[src/rtl/alu_pkg.sv]
// Shared opcode and FSM state encodings for the sequential ALU.
package alu_pkg;

    typedef enum logic [2:0] {
        OP_FWD = 3'b000,
        OP_ADD = 3'b001,
        OP_AND = 3'b010,
        OP_OR  = 3'b011,
        OP_SUB = 3'b100,
        OP_SLL = 3'b101,
        OP_SRA = 3'b110,
        OP_MUL = 3'b111
    } op_e;

    typedef enum logic [1:0] {
        IDLE = 2'd0,
        EXEC = 2'd1,
        DONE = 2'd2
    } state_e;

endpackage

[src/rtl/alu_comb_unit.sv]
// Single-cycle ALU operations with carry/borrow. Multi-cycle opcodes pass
// operand A through, which is exactly the zero-amount shift result.
module alu_comb_unit
    import alu_pkg::*;
#(
    parameter int WIDTH = 8
) (
    input  logic [2:0]       op,
    input  logic [WIDTH-1:0] a,
    input  logic [WIDTH-1:0] b,
    output logic [WIDTH-1:0] res,
    output logic             carry
);

    logic [WIDTH:0] sum;
    logic [WIDTH:0] diff;

    assign sum  = {1'b0, a} + {1'b0, b};
    assign diff = {1'b0, a} - {1'b0, b};

    always_comb begin
        res   = a;
        carry = 1'b0;
        case (op_e'(op))
            OP_FWD: res = b;
            OP_ADD: begin
                res   = sum[WIDTH-1:0];
                carry = sum[WIDTH];
            end
            OP_AND: res = a & b;
            OP_OR:  res = a | b;
            OP_SUB: begin
                res   = diff[WIDTH-1:0];
                carry = diff[WIDTH];
            end
            default: res = a;
        endcase
    end

endmodule

[src/rtl/seq_alu.sv]
// Sequential ALU: single-cycle ops finish on the accept edge; shifts run one
// bit per cycle and multiply is a WIDTH-cycle shift-add, all behind a ready/valid FSM.
module seq_alu
    import alu_pkg::*;
#(
    parameter int WIDTH = 8,
    parameter int SHW   = $clog2(WIDTH)
) (
    input  logic             CLK,
    input  logic             RESET_N,
    input  logic             IN_VALID,
    output logic             IN_READY,
    input  logic [2:0]       SELECT,
    input  logic [WIDTH-1:0] DATA1,
    input  logic [WIDTH-1:0] DATA2,
    output logic             OUT_VALID,
    input  logic             OUT_READY,
    output logic [WIDTH-1:0] RESULT,
    output logic             ZERO,
    output logic             CARRY
);

    state_e           state, state_nxt;
    logic             init_q;
    op_e              op_q;
    logic [WIDTH-1:0] opa_q, opb_q, acc_q, result_q;
    logic [SHW-1:0]   cnt_q;
    logic             carry_q;

    logic             accept, seq_now, last;
    op_e              op_in;
    logic [SHW-1:0]   shamt_in;
    logic [WIDTH-1:0] cu_res, sh_step, mul_step;
    logic             cu_carry;

    alu_comb_unit #(.WIDTH(WIDTH)) u_comb (
        .op    (SELECT),
        .a     (DATA1),
        .b     (DATA2),
        .res   (cu_res),
        .carry (cu_carry)
    );

    // init_q keeps IN_READY low until the first edge after reset release
    assign IN_READY  = (state == IDLE) && init_q;
    assign OUT_VALID = (state == DONE);
    assign RESULT    = result_q;
    assign ZERO      = (result_q == '0);
    assign CARRY     = carry_q;

    assign accept   = IN_VALID && IN_READY;
    assign op_in    = op_e'(SELECT);
    assign shamt_in = DATA2[SHW-1:0];
    assign seq_now  = (op_in == OP_MUL) ||
                      (((op_in == OP_SLL) || (op_in == OP_SRA)) && (shamt_in != '0));
    assign last     = (cnt_q == '0);

    assign sh_step  = (op_q == OP_SLL) ? (opa_q << 1) : {opa_q[WIDTH-1], opa_q[WIDTH-1:1]};
    assign mul_step = acc_q + (opb_q[0] ? opa_q : '0);

    always_ff @(posedge CLK or negedge RESET_N) begin
        if (!RESET_N) state <= IDLE;
        else          state <= state_nxt;
    end

    always_comb begin
        state_nxt = state;
        case (state)
            IDLE:    if (accept) state_nxt = seq_now ? EXEC : DONE;
            EXEC:    if (last) state_nxt = DONE;
            DONE:    if (OUT_READY) state_nxt = IDLE;
            default: state_nxt = IDLE;
        endcase
    end

    always_ff @(posedge CLK or negedge RESET_N) begin
        if (!RESET_N) begin
            init_q   <= 1'b0;
            op_q     <= OP_FWD;
            opa_q    <= '0;
            opb_q    <= '0;
            acc_q    <= '0;
            cnt_q    <= '0;
            result_q <= '0;
            carry_q  <= 1'b0;
        end else begin
            init_q <= 1'b1;
            if (accept) begin
                op_q  <= op_in;
                opa_q <= DATA1;
                opb_q <= DATA2;
                acc_q <= '0;
                // counter holds remaining EXEC cycles minus one
                cnt_q <= (op_in == OP_MUL) ? SHW'(WIDTH - 1) : shamt_in - SHW'(1);
                if (!seq_now) begin
                    result_q <= cu_res;
                    carry_q  <= cu_carry;
                end
            end else if (state == EXEC) begin
                cnt_q <= cnt_q - SHW'(1);
                if (op_q == OP_MUL) begin
                    acc_q <= mul_step;
                    opa_q <= opa_q << 1;
                    opb_q <= opb_q >> 1;
                end else begin
                    opa_q <= sh_step;
                end
                if (last) begin
                    result_q <= (op_q == OP_MUL) ? mul_step : sh_step;
                    carry_q  <= 1'b0;
                end
            end
        end
    end

endmodule
[config.mk]
export PLATFORM = sky130hd
export DESIGN_NAME = seq_alu
export DESIGN_NICKNAME = d
export VERILOG_FILES = /design/src/rtl/alu_pkg.sv /design/src/rtl/alu_comb_unit.sv /design/src/rtl/seq_alu.sv
export SDC_FILE = /design/constraint.sdc
export NUM_CORES = 1
export LEC_CHECK = 0
export ABC_AREA = 1
export CORE_MARGIN = 3
export CORE_UTILIZATION = 45
export CTS_CLUSTER_SIZE = 16
export DETAILED_ROUTE_END_ITERATION = 7
export PLACE_DENSITY = 0.65
export SETUP_SLACK_MARGIN = 0.4
export SLEW_MARGIN = 20
export SYNTH_ARGS = -nofsm -noshare
export SYNTH_HDL_FRONTEND = slang
export SYNTH_SLANG_ARGS = --single-unit
export TNS_END_PERCENT = 1
[constraint.sdc]
create_clock -name CLK -period 3.14 [get_ports CLK]
set_input_delay 0.942 -clock CLK [delete_from_list [all_inputs] [get_ports CLK]]
set_output_delay 0.942 -clock CLK [all_outputs]
set_load 0.02 [all_outputs]
==> impl_summary.log, run 1 <==
[metrics] outcome: completed
[metrics] part of the total power dissipated in sequential elements: 33.4%
[metrics] total negative slack: 0 ns
[metrics] Cell Count Post-Placement: roughly 680
[metrics] number of standard cells in the final layout excluding fillers: 684
[metrics] max-cap viol count: 0
[metrics] number of cell instances on the worst register-to-register path: 10
[metrics] ratio of final minimum period to clock period: 83.7%
[metrics] RR Startpoint: opb_q[0]
[metrics] clock share of power: 15.8%
[metrics] fin util: 55.1%
[metrics] Final Hold Fails: 0
[metrics] Worst Setup Start Kind: input port
[metrics] Post-Syn Instances: between 500 and 600
[metrics] Starting Density: 47.1%
[metrics] skew final: 0.0135 ns
[metrics] HPWL after detailed placement: a little over 8 mm
[metrics] cell area after synthesis: 3700 um2
[metrics] CP max stage delay: ~0.47 ns
[metrics] placed instance area: 4180 um2
[metrics] R2R Setup Slk: a little over 1 ns
[metrics] max-slew headroom at the worst pin: roughly 36%
[metrics] count of endpoints failing setup in the final report: 0
[metrics] internal power: 0.00152 W
[metrics] gate family responsible for the most delay along the worst path: adder cells
[metrics] Hold Path Depth: 2
[metrics] Final ANT Viol Nets: 0
[metrics] cell type of the slowest stage on the worst timing path: sky130_fd_sc_hd__clkdlybuf4s50_1
[metrics] CTS tree: built
[metrics] Hold EP: CARRY
[metrics] Synth Flop Type: sky130_fd_sc_hd__dfrtp_1
[metrics] crit path cell chain: clkdlybuf4s50_1 > ha_2 > fa_1 > or2_2 > nand3_1 > o2111ai_1 > o21ai_1 > a21oi_1
[metrics] flip-flop and latch count after synthesis: 42
[metrics] main area contributors after synthesis: sky130_fd_sc_hd__dfrtp_1 28%, sky130_fd_sc_hd__nand2_1 14%, sky130_fd_sc_hd__ha_1 12%, sky130_fd_sc_hd__inv_1 8.3%, sky130_fd_sc_hd__nand3_1 5.4%
[metrics] clock tree sinks: 42
[metrics] detailed-route wire length: 10.4 mm
[metrics] RSZ-0062 raised after global routing: yes
[metrics] post-layout min period: approximately 2.6 ns
[metrics] endpoint of the lowest-slack register-to-register path: RESULT[4]
[metrics] Switching Power: roughly 0.0012 W
[metrics] floorplan die height: 96.7 um
[metrics] sequential share of the synthesized area: 28.4%
[metrics] buffers added on ports: 34
[metrics] overall track demand over capacity in global routing: 21.9%
[metrics] Avg Vias per Cell: 5.49
[metrics] transition time at the pin with the least slew margin: 0.960 ns
[metrics] Hold WC Path Type: reg -> reg
[metrics] number of primary I/O pins: 35
[metrics] post-detailed-route wirelength per cell: about 15 um
[metrics] startpoint of the most critical hold path: CARRY
[metrics] endpoint arrival time on the critical path: around 2.8 ns
[metrics] number of rows in the core area: 32
[metrics] WP buf/inv: 1
[metrics] Synth area leader: sky130_fd_sc_hd__dfrtp_1
[metrics] number of nets in the final layout: 642
[metrics] syn_nets: approximately 600
[metrics] via count of the first global-routing pass: around 3500
[metrics] area of all placed cells without fillers: approximately 4300 um2
[metrics] Distinct cells, synth: 43
[metrics] number of remaining DRC errors: 0
[metrics] syn avg cell area: 6.84 um2
[metrics] first drt pass iteration count: 7
[metrics] total of warnings raised by yosys: 0
[metrics] Final Slew Violations: 0
[metrics] maximum clock frequency: about 380 MHz
[metrics] aggregate global routing overflow: 0
[metrics] category of the worst setup path capture point: register
[metrics] category of the most critical setup path: in -> reg
[metrics] Longest Clk Path Bufs: 2
[metrics] number of vias in the routed layout: between 3000 and 4000
[metrics] share of async-settable or async-resettable flops after synthesis: 100%
[metrics] die area: 9350 um2
[metrics] number of antenna violations at the first check in global routing: 0
[metrics] fraction of synthesized cell area taken by the top area cell type: about 28%
[metrics] clock-pin slew of the registers on the worst-case setup and hold paths: 0.09 ns
[metrics] insertion delay to the later sink of the worst-skew pair: ~0.30 ns
[metrics] CTS Buf Count: 5
[metrics] share of post-route cells with drive strength above 1: 9.79%
[metrics] global-route wire length before repair: 17.0 mm
[metrics] highest fanout seen on the critical path: 3
[metrics] horizontal die dimension: 96.7 um
[metrics] CTS H-Tree Depth: 2
[metrics] largest net degree at the start of global routing: 43
[metrics] portion of total power attributed to combinational logic: between 50 and 60%
[metrics] drt first-iter violations: about 280
[metrics] Max VDD drop: 0.387 mV
[metrics] pwr/cell area: roughly 640 nW/um2
[metrics] switching part of the total power: 45.0%
[metrics] Syn-to-layout area delta: 16.9%
[metrics] most common cell in the synthesized netlist: sky130_fd_sc_hd__nand2_1
[metrics] Root Buffer: sky130_fd_sc_hd__clkbuf_8
[metrics] leading cell types by count after synthesis: 140 x sky130_fd_sc_hd__nand2_1, 82 x sky130_fd_sc_hd__inv_1, 42 x sky130_fd_sc_hd__dfrtp_1
[metrics] Required @ worst endpoint: about 3.3 ns
[metrics] total leakage power: 2.25 nW
[metrics] count of flip-flops with a built-in enable after synthesis: 0
[metrics] final antenna diode count: 0
[metrics] standard cell core area: a little under 8000 um2
[metrics] final estimated routing congestion in global placement: 0.933
==> power groups by stage <==
stage	Sequential (W)	Combinational, W	Clock, W
2_1_floorplan	0.000940	0.000916	0
4_1_cts	0.000919	0.00139	0.000445
3_3_place_gp	0.000920	0.00136	0
5_1_grt	0.000948	0.00157	0.000471
3_5_place_dp	0.000929	0.00138	0
6_report	0.000922	0.00140	0.000437
==> metal layers <==
metal	up-vias	track usage [%]	part of all wire, %
met5	-	0	0
met4	0	3.78	1.6
met3	19	3.46	7.1
met2	152	34.6	45
met1	1740	32.0	46
li1	1847	-	-
==> registers in the layout, summed over array words and instances, names as in the netlist <==
register  flops
CARRY         1
opa_q         8
RESULT        8
cnt_q         3
acc_q         8
init_q        1
state         2
opb_q         8
op_q          3
==> stage by stage <==
stage	power, W	setup WS, ns	hold WS [ns]
3_3_place_gp	0.00228	0.153	0.477
6_report	0.00276	0.513	0.501
4_1_cts	0.00275	0.433	0.507
3_5_place_dp	0.00231	0.134	0.484
5_1_grt	0.00299	0.365	0.526
2_1_floorplan	0.00186	0.848	0.459
==> cells by family (layout without fill, tap and decap cells) <==
logic type	Yosys count	after routing	share of synthesized area, %
buf+inv	106	147	11.3
other cells	1	1	0.101
xor+xnor	3	3	0.710
flops	42	42	28.4
simple gates	242	242	29.1
compound gates	109	109	16.9
fa+ha+maj	38	38	13.5
==> worst max-delay path by stage <==
stage / start / to / slack (ns) / depth (start not counted)
floorplan: DATA1[0] / RESULT[6] / 0.85 / 13
finish: DATA1[0] / RESULT[2] / 0.51 / 8
global placement: DATA1[0] / RESULT[6] / 0.15 / 14
detailed placement: DATA1[0] / RESULT[6] / 0.13 / 14
CTS: DATA1[0] / RESULT[6] / 0.43 / 14
global route: DATA1[0] / CARRY / 0.37 / 15
==> cells in the final DEF, fill, tap and decap left out, drive strengths merged <==
| cell | netlist | final |
|---|---|---|
| ha | 35 | 35 |
| o31ai | 1 | 1 |
| dfrtp | 42 | 42 |
| nand2 | 144 | 144 |
| nor2 | 41 | 41 |
| fa | 3 | 3 |
| o311ai | 1 | 1 |
| o21a | 1 | 1 |
| inv | 93 | 93 |
| o221ai | 4 | 4 |
| a22oi | 2 | 2 |
| clkdlybuf4s50 | 0 | 31 |
| and2 | 2 | 2 |
| dlygate4sd2 | 0 | 1 |
| nor3 | 3 | 3 |
| o211ai | 4 | 4 |
| conb | 1 | 1 |
| nand4 | 6 | 6 |
| a21oi | 37 | 37 |
| bufinv | 0 | 1 |
| dlymetal6s2s | 0 | 1 |
| clkbuf | 4 | 6 |
| nand3b | 2 | 2 |
| o21ai | 38 | 38 |
| o22ai | 12 | 12 |
| nand3 | 41 | 41 |
| xor2 | 3 | 3 |
| o2111ai | 2 | 2 |
| or2 | 2 | 2 |
| a31oi | 5 | 5 |
| buf | 9 | 13 |
| a32o | 1 | 1 |
| nor4 | 1 | 1 |
| a21o | 1 | 1 |
| clkinvlp | 0 | 1 |
==> worst reg2reg max path: cells and delay by family (launching register included) <==
family                   cells  cell delay (ns)
buffers and inverters        1             0.04
adder cells (fa/ha/maj)      2             0.64
flip-flops                   1             0.49
AO/OA/AOI/OAI                3             0.47
AND/OR/NAND/NOR              4             0.36
==> layout make-up <==
cell class	instances	area [um2]
Fill cell	819	3520
Multi-Input combinational cell	393	2260
Sequential cell	42	1050
Timing Repair Buffer	46	427
Inverter	93	349
Tap cell	102	128
Clock buffer	6	72.6
Clock inverter	2	37.5
==> repair_timing <==
item,CTS,global route
hold buffers,0,0
pin swaps,0,1
endpoints found under the setup margin,1,7
setup buffers,0,1
resized for setup,1,14
Note: power is estimated with default switching activity, not from simulation.
==> run 2: changes to the inputs <==
Clock period 3.14 ns to 2.5 ns, I/O delays scaled along.
==> run 2 against run 1 <==
Effect of this change: worst hold slack lost 0.16 ns; flip-flop and latch count is the same; non-clock buffer count grew 49; largest power group unchanged; global-route usage grew 1.9 points; total power grew 32%; highest routed layer unchanged; cell area grew 11%; combinational power grew 37%; worst setup slack lost 0.13 ns; utilization grew 6.3 points; critical endpoint is now ZERO; cell count grew 7.0%; first-iteration DRC count grew 44%; sequential share of layout area shrank 2.5 points.
==> impl_summary.log, run 2 (synthesized netlist as in run 1, its figures left out) <==
[metrics] largest net degree at the start of global routing: 20 (was 43)
[metrics] final estimated routing congestion in global placement: 0.955 (was 0.933)
[metrics] HPWL after detailed placement: 8.77 mm (was 8.21 mm)
[metrics] share of post-route cells with drive strength above 1: 22.2% (was 9.79%)
[metrics] Starting Density: 47.1% (unchanged)
[metrics] area of all placed cells without fillers: 4820 um2 (was 4330 um2)
[metrics] count of endpoints failing setup in the final report: 0 (unchanged)
[metrics] clock tree sinks: 42 (unchanged)
[metrics] CTS Buf Count: 5 (unchanged)
[metrics] fin util: 61.4% (was 55.1%)
[metrics] overall track demand over capacity in global routing: 23.8% (was 21.9%)
[metrics] die area: 9350 um2 (unchanged)
[metrics] global-route wire length before repair: 18.3 mm (was 17.0 mm)
[metrics] Final ANT Viol Nets: 0 (unchanged)
[metrics] Hold WC Path Type: in -> async (was reg -> reg)
[metrics] number of primary I/O pins: 35 (unchanged)
[metrics] floorplan die height: 96.7 um (unchanged)
[metrics] Routed met1 length: 5.08 mm (was 4.76 mm)
[metrics] number of vias in the routed layout: 3978 (was 3758)
[metrics] maximum clock frequency: 472 MHz
[metrics] post-detailed-route wirelength per cell: 15.4 um (was 15.2 um)
[metrics] Longest Clk Path Bufs: 2 (unchanged)
[metrics] horizontal die dimension: 96.7 um (unchanged)
[metrics] Worst Setup Start Kind: register (was input port)
[metrics] R2R Setup Slk: 0.47 ns (was 1.02 ns)
[metrics] most frequent cells in the layout: 135 x sky130_fd_sc_hd__nand2_1, 72 x sky130_fd_sc_hd__inv_1, 61 x sky130_fd_sc_hd__buf_4 (was 140 x sky130_fd_sc_hd__nand2_1, 79 x sky130_fd_sc_hd__inv_1, 42 x sky130_fd_sc_hd__dfrtp_1)
[metrics] number of rows in the core area: 32 (unchanged)
[metrics] number of nets in the final layout: 691 (was 642)
[metrics] insertion delay to the later sink of the worst-skew pair: 0.30 ns (about the same)
[metrics] standard cell core area: 7850 um2 (unchanged)
[metrics] detailed-route wire length: 11.3 mm (was 10.4 mm)
[metrics] Overall Power: 0.00364 W (was 0.00276 W)
[metrics] aggregate global routing overflow: 0 (unchanged)
[metrics] highest fanout seen on the critical path: 3 (unchanged)
[metrics] Top Layer Used: met4 (unchanged)
[metrics] Final Slew Violations: 0 (unchanged)
[metrics] Max VDD drop: 0.446 mV (was 0.387 mV)
[metrics] most frequent standard cell in the layout excluding fill and tap cells: sky130_fd_sc_hd__nand2_1 (unchanged)
[metrics] CTS H-Tree Depth: 2 (unchanged)
[metrics] wire length on met3: 773 um (was 739 um)
[metrics] CTS tree: built (unchanged)
[metrics] number of remaining DRC errors: 0 (unchanged)
[metrics] post-layout min period: 2.12 ns
[metrics] final antenna diode count: 0 (unchanged)
[metrics] first drt pass iteration count: 5 (was 7)
[metrics] endpoint arrival time on the critical path: 1.37 ns (was 2.81 ns)
[metrics] buffers added on ports: 34 (unchanged)
[metrics] Avg Vias per Cell: 5.43 (was 5.49)
[metrics] CTS Hold Buffers Added: 0 (unchanged)
[metrics] routed length on met2: 5.22 mm (was 4.73 mm)
[metrics] Required @ worst endpoint: 1.75 ns (was 3.32 ns)
[metrics] total leakage power: 2.58 nW (was 2.25 nW)
[metrics] Final Hold Fails: 0 (unchanged)
[metrics] Root Buffer: sky130_fd_sc_hd__clkbuf_8 (unchanged)
[metrics] via count of the first global-routing pass: 3891 (was 3511)
[metrics] category of the worst setup path capture point: output pin (was register)
[metrics] ratio of final minimum period to clock period: ~85%
[metrics] RSZ-0062 raised after global routing: yes (unchanged)
[metrics] outcome: completed (unchanged)
[metrics] number of antenna violations at the first check in global routing: 0 (unchanged)
[metrics] placed instance area: 4540 um2 (was 4180 um2)
[metrics] category of the most critical setup path: reg -> out (was in -> reg)
[metrics] pwr/cell area: 755 nW/um2 (was 639 nW/um2)
[metrics] skew final: 0.0159 ns (was 0.0135 ns)
[metrics] max-cap viol count: 0 (unchanged)
[metrics] Syn-to-layout area delta: 30.2% (was 16.9%)
[metrics] drt first-iter violations: 402 (was 279)
[metrics] clock-pin slew of the registers on the worst-case setup and hold paths: 0.09 ns (about the same)
## run 2: cell types whose count changed in the layout (fill, tap and decap cells not counted), sizes merged
cell	previous run	this run
buf	13	63
clkdlybuf4s50	31	14
dlymetal6s2s	1	9
clkbuf	6	9
dlygate4sd2	1	4
clkdlybuf4s15	0	2
clkinvlp	1	0
## run 2: routing by layer
| metal | global-route usage [%] | vias to the layer above |
|---|---|---|
| met4 | 6.48 | 0 |
| met5 | 0 | - |
| met2 | 38.2 | 162 |
| li1 | - | 1953 |
| met1 | 33.2 | 1838 |
| met3 | 3.89 | 25 |
## run 2: power breakdown
| part | switching, W | internal, W | leakage (nW) |
|---|---|---|---|
| clock network | 0.000243 | 0.000320 | 0.0573 |
| registers | 0.000209 | 0.000945 | 0.510 |
| logic | 0.00116 | 0.000763 | 2.02 |
## run 2: final timing paths
check | start | to | depth (start not counted)
hold reg to reg | state[0] | state[1] | 1
setup / recovery | RESULT[5] | ZERO | 4
min in group CLK | state[0] | state[1] | 1
hold / removal | RESET_N | acc_q[3] | 1
setup reg to reg | opb_q[0] | RESULT[4] | 11
max in group asynchronous | RESET_N | RESULT[5] | 2
## run 2: stage by stage
stage	setup WS (ns)	setup TNS (ns)	cells	hold WS [ns]
after floorplan	0.400	0	541	0.454
after global placement	-0.272	-1.75	723	0.477
after detailed placement	-0.331	-2.22	723	0.483
after CTS	0.285	0	730	0.355
after global routing	0.274	0	732	0.354
final	0.379	0	732	0.346
## run 2: area by class of cell
type / instances / area (um2)
fill: 736 / 3030
multi-input combinational: 393 / 2390
sequential: 42 / 1050
timing repair buffer: 95 / 791
inverter: 93 / 349
tap: 102 / 128
clock buffer: 6 / 82.6
clock inverter: 1 / 30.0
## run 2: repair_timing
action | 4_1_cts | 5_1_grt
gates cloned | 0 | 0
setup endpoints to repair | 13 | 12
resized for setup | 33 | 46
pin swaps | 4 | 13
buffers inserted | 0 | 2
## run 2: critical path, cell delays in order (launching register included)
cell	delay, ns
sky130_fd_sc_hd__dfrtp_1	0.41
sky130_fd_sc_hd__nor4_2	0.27
sky130_fd_sc_hd__nand2_1	0.08
sky130_fd_sc_hd__nor3_1	0.13
sky130_fd_sc_hd__buf_2	0.19
